### src/rtl/axis_frame_generator.sv
// AXI-Stream frame source: programmable-length frames with an incrementing data pattern.
// Optional inter-frame gap support is enabled by defining AXIS_FRAME_GEN_GAP_EN.
module axis_frame_generator #(
    parameter int DATA_WIDTH = 32,
    parameter int LEN_WIDTH  = 16
`ifdef AXIS_FRAME_GEN_GAP_EN
    ,
    parameter int GAP_WIDTH  = 8
`endif
) (
    input  logic                  s_axis_clk,
    input  logic                  s_axis_resetn,
    input  logic                  start,
    input  logic [LEN_WIDTH-1:0]  frame_len,
    input  logic [DATA_WIDTH-1:0] seed,
    input  logic                  continuous,
`ifdef AXIS_FRAME_GEN_GAP_EN
    input  logic [GAP_WIDTH-1:0]  gap_len,
`endif
    output logic                  m_axis_valid,
    output logic                  m_axis_last,
    output logic [DATA_WIDTH-1:0] m_axis_data,
    input  logic                  m_axis_ready,
    output logic                  busy,
    output logic                  frame_done,
    output logic [15:0]           frame_cnt
);

    typedef enum logic [1:0] {
        IDLE = 2'd0,
        SEND = 2'd1
`ifdef AXIS_FRAME_GEN_GAP_EN
        ,
        GAP  = 2'd2
`endif
    } state_t;

    state_t                state_q, state_d;
    logic                  valid_q, valid_d;
    logic                  last_q, last_d;
    logic [DATA_WIDTH-1:0] data_q, data_d;
    logic [LEN_WIDTH-1:0]  len_q, len_d;
    logic [LEN_WIDTH-1:0]  beat_q, beat_d;
    logic                  done_q, done_d;
    logic [15:0]           cnt_q, cnt_d;
`ifdef AXIS_FRAME_GEN_GAP_EN
    logic [GAP_WIDTH-1:0]  gap_q, gap_d;
`endif

    logic handshake;
    logic single_beat;

    assign handshake   = valid_q & m_axis_ready;
    assign single_beat = (len_q == LEN_WIDTH'(1));

    // NOTE: every variable gets its hold value first so no path through the case infers a latch.
    always_comb begin
        state_d = state_q;
        valid_d = valid_q;
        last_d  = last_q;
        data_d  = data_q;
        len_d   = len_q;
        beat_d  = beat_q;
        done_d  = 1'b0;
        cnt_d   = cnt_q;
`ifdef AXIS_FRAME_GEN_GAP_EN
        gap_d   = gap_q;
`endif
        unique case (state_q)
            IDLE: begin
                if (start && (frame_len != '0)) begin
                    state_d = SEND;
                    valid_d = 1'b1;
                    data_d  = seed;
                    len_d   = frame_len;
                    beat_d  = '0;
                    last_d  = (frame_len == LEN_WIDTH'(1));
                end
            end
            SEND: begin
                if (handshake) begin
                    if (last_q) begin
                        done_d = 1'b1;
                        cnt_d  = cnt_q + 16'd1;
                        beat_d = '0;
                        if (!continuous) begin
                            state_d = IDLE;
                            valid_d = 1'b0;
                            last_d  = 1'b0;
`ifdef AXIS_FRAME_GEN_GAP_EN
                        end else if (gap_len != '0) begin
                            state_d = GAP;
                            valid_d = 1'b0;
                            last_d  = 1'b0;
                            gap_d   = gap_len;
`endif
                        end else begin
                            // Back-to-back restart: the next frame continues the pattern without a bubble.
                            data_d = data_q + DATA_WIDTH'(1);
                            last_d = single_beat;
                        end
                    end else begin
                        data_d = data_q + DATA_WIDTH'(1);
                        beat_d = beat_q + LEN_WIDTH'(1);
                        last_d = ((beat_q + LEN_WIDTH'(1)) == (len_q - LEN_WIDTH'(1)));
                    end
                end
            end
`ifdef AXIS_FRAME_GEN_GAP_EN
            GAP: begin
                if (gap_q == GAP_WIDTH'(1)) begin
                    state_d = SEND;
                    valid_d = 1'b1;
                    data_d  = data_q + DATA_WIDTH'(1);
                    last_d  = single_beat;
                end else begin
                    gap_d = gap_q - GAP_WIDTH'(1);
                end
            end
`endif
            default: begin
                state_d = IDLE;
                valid_d = 1'b0;
                last_d  = 1'b0;
            end
        endcase
    end

    // NOTE: all state, including the latched length and seed-derived data, is cleared by the async reset so outputs are 0 immediately.
    always_ff @(posedge s_axis_clk or negedge s_axis_resetn) begin
        if (!s_axis_resetn) begin
            state_q <= IDLE;
            valid_q <= 1'b0;
            last_q  <= 1'b0;
            data_q  <= '0;
            len_q   <= '0;
            beat_q  <= '0;
            done_q  <= 1'b0;
            cnt_q   <= '0;
`ifdef AXIS_FRAME_GEN_GAP_EN
            gap_q   <= '0;
`endif
        end else begin
            // NOTE: non-blocking assignments so every register samples pre-edge values.
            state_q <= state_d;
            valid_q <= valid_d;
            last_q  <= last_d;
            data_q  <= data_d;
            len_q   <= len_d;
            beat_q  <= beat_d;
            done_q  <= done_d;
            cnt_q   <= cnt_d;
`ifdef AXIS_FRAME_GEN_GAP_EN
            gap_q   <= gap_d;
`endif
        end
    end

    assign m_axis_valid = valid_q;
    assign m_axis_last  = last_q;
    assign m_axis_data  = data_q;
    assign busy         = (state_q != IDLE);
    assign frame_done   = done_q;
    assign frame_cnt    = cnt_q;

endmodule
### config.mk
export PLATFORM = sky130hd
export DESIGN_NAME = axis_frame_generator
export DESIGN_NICKNAME = d
export VERILOG_FILES = /design/src/rtl/axis_frame_generator.sv
export SDC_FILE = /design/constraint.sdc
export NUM_CORES = 1
export LEC_CHECK = 0
export ABC_AREA = 1
export BUFFER_PORTS_ARGS = -buffer_cell sky130_fd_sc_hd__buf_4
export CAP_MARGIN = 25
export CORE_ASPECT_RATIO = 0.8
export CORE_MARGIN = 5
export CORE_UTILIZATION = 30
export DETAILED_ROUTE_END_ITERATION = 10
export GPL_TIMING_DRIVEN = 0
export PLACE_DENSITY = 0.47
export SYNTH_ARGS = -nofsm -noshare
export SYNTH_HDL_FRONTEND = slang
export SYNTH_SLANG_ARGS = --single-unit
export TNS_END_PERCENT = 10
### constraint.sdc
create_clock -name s_axis_clk -period 2 [get_ports s_axis_clk]
set_clock_uncertainty 0.1 [all_clocks]
set_input_delay 0.4 -clock s_axis_clk [delete_from_list [all_inputs] [get_ports s_axis_clk]]
set_output_delay 0.4 -clock s_axis_clk [all_outputs]
set_load 0.05 [all_outputs]
==> impl_summary.txt <==
----------------------------------------------------
[Detailed routing]
  Routed length per instance ... 15.1 um
  Initial DRC Count ... between 200 and 300
  Number of search-and-repair iterations in the first detailed-routing pass ... 4
  Via count ... 5440
  Via density ... 4.68
  Met2 Routed Length ... approximately 7100 um
  Count of nets left with antenna violations after detail routing ... 0
  Total DRC errors in the routed layout ... 0
  Total Wirelength ... between 15000 and 20000 um
  Max Used Layer ... met4
  Met3 wire length ... 789 um
  Routed met1 length ... around 9500 um

[Layout]
  Area occupied by registers ... 2100 um^2
  Fill cell instance count of the final layout ... slightly below 2k
  Footprint of the multi-input gates ... 3260 um^2
  Synth-to-Final Area Change ... 33.1%
  Final Non-Filler Cells ... 1163
  Ant diodes ... 0
  Share of cells above drive strength 1 ... 26.4%
  Final net count ... 986

[Global routing]
  Number of antenna violations at the first check in global routing ... 0
  Global-route wire length before repair ... 28600 um
  Maximum number of pins on one net before global-route repair ... 53
  Via count of the first global-routing pass ... ~5.2k
  Grt total ovfl ... 0
  Combined global-route utilization of all metal layers ... 16.6%

[Timing]
  Worst slew slack as a fraction of its limit ... 58.0%
  Final sum of negative setup slack ... 0 ns
  RSZ-0062 raised after global routing ... true
  Final cycle utilization of the critical path ... 100%
  WHS ... 0.196 ns
  Post-route minimum period ... about 2 ns
  Pins Over Slew Limit ... 0
  Final worst setup slack ... 0.000342 ns
  Final setup violation count ... 0
  Tightest Pin Transition ... 0.630 ns
  Final number of hold-violating endpoints ... 0
  Max Freq ... 500 MHz

[Placement]
  Post-detailed-placement half-perimeter wirelength ... 13700 um
  Final estimated routing congestion in global placement ... 0.856
  PortBufs ... 104
  Placement-stage worst setup slack ... -0.353 ns
  Placed Cells incl. Taps ... 1132

[Worst setup path]
  CP Class ... reg -> reg
  Critical path endpoint category ... flip-flop
  Worst reg2reg path startpoint ... beat_q[1]
  Required time at the endpoint of the critical path ... 2.19 ns
  Category of the worst setup path launch point ... flip-flop
  Beginning of the critical path ... beat_q[1]
  Worst-path maximum fanout ... 4
  Crit path arrival time ... between 2 and 2.5 ns

[Die]
  Die Wd ... 162 um
  Initial Util ... 30.5%
  Number of I/O pins ... approximately 110
  Die outline area ... 21200 um^2
  Die height ... 131 um
  Total number of placement rows ... 44
  Placeable core region ... 18100 um^2

[Clock network]
  Number of buffers created by CTS ... 9
  H-tree Lvls ... 3
  Clk pin slew, worst setup/hold paths ... around 0.07 ns
  Clock latency of the later-clocked register in the worst-skew pair ... roughly 0.36 ns
  Clock root cell ... sky130_fd_sc_hd__clkbuf_16
  Total number of clock tree sinks ... between 80 and 90
  Buffers from clock root to sink, at most ... 2
  Clock tree from TritonCTS ... built

[Synth]
  Share of async-settable or async-resettable flops after synthesis ... 100%
  Sequential-to-total area share from yosys stat ... between 30% and 40%
  Yosys warning count ... 0
  Number of enable flip-flop cells after synthesis ... 0
  Number of unique standard cell types used by synthesis ... 35
  Summed instance area of the synthesized netlist ... 5520 um^2
  Average instance area after synthesis ... 6.93 um^2
  Total nets after synthesis ... 855
  Gate Count Post-Synth ... between 700 and 800
  Prevailing post-synth register cell ... sky130_fd_sc_hd__dfrtp_1
  Post-synthesis register bit count ... 83

[Run]
  Max-cap violations ... 0

[Pwr]
  Leakage ... 3.53 nW
  Maximum vdd drop ... 0.000432 V
  Power per cell area ... 1140 nW/um^2

[Min path]
  Tightest Hold Check Type ... in -> reg
  HP Start ... seed[24]

[Outcome]
  Result of the run ... finished, final reports clean

----------------------------------------------------
[cells in the mapped netlist, types with 4 or more instances]
| master | instances | area, um^2 |
|---|---|---|
| sky130_fd_sc_hd__dfrtp_1 | 83 | 2080 |
| sky130_fd_sc_hd__nor4_1 | 5 | 31.3 |
| sky130_fd_sc_hd__nand3_1 | 55 | 275 |
| sky130_fd_sc_hd__nor2_1 | 85 | 319 |
| sky130_fd_sc_hd__nand4_1 | 21 | 131 |
| sky130_fd_sc_hd__buf_2 | 7 | 35.0 |
| sky130_fd_sc_hd__ha_1 | 5 | 62.6 |
| sky130_fd_sc_hd__nand2_1 | 258 | 968 |
| sky130_fd_sc_hd__o31ai_1 | 5 | 37.5 |
| sky130_fd_sc_hd__mux2i_1 | 11 | 110 |
| sky130_fd_sc_hd__xor2_1 | 31 | 272 |
| sky130_fd_sc_hd__clkbuf_1 | 5 | 18.8 |
| sky130_fd_sc_hd__o21ai_0 | 40 | 200 |
| sky130_fd_sc_hd__or2_2 | 6 | 37.5 |
| sky130_fd_sc_hd__inv_1 | 89 | 334 |
| sky130_fd_sc_hd__nor3_1 | 11 | 55.1 |
| sky130_fd_sc_hd__a21oi_1 | 17 | 85.1 |
| sky130_fd_sc_hd__o22ai_1 | 9 | 56.3 |
| sky130_fd_sc_hd__nand3_2 | 4 | 40.0 |
| sky130_fd_sc_hd__xnor2_1 | 14 | 123 |
| sky130_fd_sc_hd__nor2_2 | 6 | 37.5 |
| sky130_fd_sc_hd__o211ai_1 | 7 | 52.6 |
[final timing paths]
path | to | slack (ns) | cells after the start
setup / recovery | m_axis_last | 0.0003 | 13
hold / removal | m_axis_data[24] | 0.20 | 3
setup reg to reg | m_axis_last | 0.0003 | 13
hold reg to reg | frame_cnt[15] | 0.37 | 1
max in group asynchronous | m_axis_data[20] | 0.72 | 3
min in group asynchronous | len_q[8] | 0.42 | 2
[layout by cell type (no fill, tap or decap), types with 5 or more instances in the layout]
cell type                     n
sky130_fd_sc_hd__or2_2        6
sky130_fd_sc_hd__a21oi_1     17
sky130_fd_sc_hd__xor2_1      31
sky130_fd_sc_hd__buf_2        5
sky130_fd_sc_hd__nor2_2      14
sky130_fd_sc_hd__buf_4      120
sky130_fd_sc_hd__clkbuf_16    9
sky130_fd_sc_hd__o21ai_0     36
sky130_fd_sc_hd__nand2_2      6
sky130_fd_sc_hd__clkbuf_2     6
sky130_fd_sc_hd__dfrtp_2     21
sky130_fd_sc_hd__o211ai_1     7
sky130_fd_sc_hd__o22ai_1      9
sky130_fd_sc_hd__mux2i_1     11
sky130_fd_sc_hd__nor2_1      68
sky130_fd_sc_hd__nor3_1       8
sky130_fd_sc_hd__xnor2_1     14
sky130_fd_sc_hd__o21ai_1      5
sky130_fd_sc_hd__nor4_1       5
sky130_fd_sc_hd__dfrtp_1     62
sky130_fd_sc_hd__inv_1       80
sky130_fd_sc_hd__inv_2       10
sky130_fd_sc_hd__o31ai_1      5
sky130_fd_sc_hd__nand3_2      7
sky130_fd_sc_hd__nand2_1    249
sky130_fd_sc_hd__nand2_4      5
sky130_fd_sc_hd__nor2_4      10
sky130_fd_sc_hd__nand3_1     49
sky130_fd_sc_hd__nand4_1     21
[kinds of logic after synthesis]
kind of cell / share of synthesized area (%)
compound gates: 8.09
flops: 37.6
fa+ha+maj: 1.13
buf+inv: 7.91
mux: 1.99
simple gates: 36.1
xor+xnor: 7.14
[metal layers]
layer,track usage [%],vias to the layer above
met4,3.52,0
met3,3.22,14
met1,26.7,2483
met2,22.8,115
li1,-,2828
met5,0,-
[timing repair]
item	in CTS	in global routing
buffers inserted	4	10
pin swaps	3	23
gates resized for setup	15	83
endpoints found under the hold margin	31	0
setup endpoints to repair	22	42
hold buffers	1	0
[area by class of cell]
type | count | share of cell area [%]
repair buffers | 120 | 12.6
multi-input cells | 603 | 44.3
clock inverters | 7 | 1.28
plain buffers | 18 | 1.36
clock buffers | 9 | 3.06
well taps | 230 | 3.92
flip-flops and latches | 83 | 28.6
inverters | 93 | 4.82
[power breakdown]
part / switching (W) / total [W] / internal (W)
clock network: 0.000813 / 0.00182 / 0.00101
registers: 0.000737 / 0.00288 / 0.00215
logic: 0.00236 / 0.00368 / 0.00131
[per-stage QoR]
stage / power [W] / cell area [um^2] / utilization (%)
6_report: 0.00838 / 7350 / 40.6
5_1_grt: 0.00897 / 7350 / 40.6
4_1_cts: 0.00820 / 7050 / 38.9
3_5_place_dp: 0.00624 / 6640 / 36.7
3_3_place_gp: 0.00623 / 6610 / 36.5
2_1_floorplan: 0.00509 / 5550 / -
[state kept, by name (all words and copies together) (netlist names)]
register	cells
frame_cnt	16
len_q	16
frame_done	1
m_axis_data	32
beat_q	16
m_axis_last	1
m_axis_valid	1
[worst max-delay path, cell delays in order (launching register included)]
cell                      delay (ns)
sky130_fd_sc_hd__dfrtp_2        0.43
sky130_fd_sc_hd__ha_4           0.18
sky130_fd_sc_hd__nand2_4        0.08
sky130_fd_sc_hd__nor2_4         0.18
sky130_fd_sc_hd__nand4_1        0.18
sky130_fd_sc_hd__o21ai_2        0.27
sky130_fd_sc_hd__nand2_1        0.08
sky130_fd_sc_hd__nand2_1        0.07
sky130_fd_sc_hd__nand2_1        0.05
sky130_fd_sc_hd__nor2_1         0.10
sky130_fd_sc_hd__nand2_2        0.08
sky130_fd_sc_hd__nand2_1        0.06
sky130_fd_sc_hd__nand2_1        0.05
sky130_fd_sc_hd__nand2_1        0.05
No activity file was read; power rests on OpenSTA's default activity.
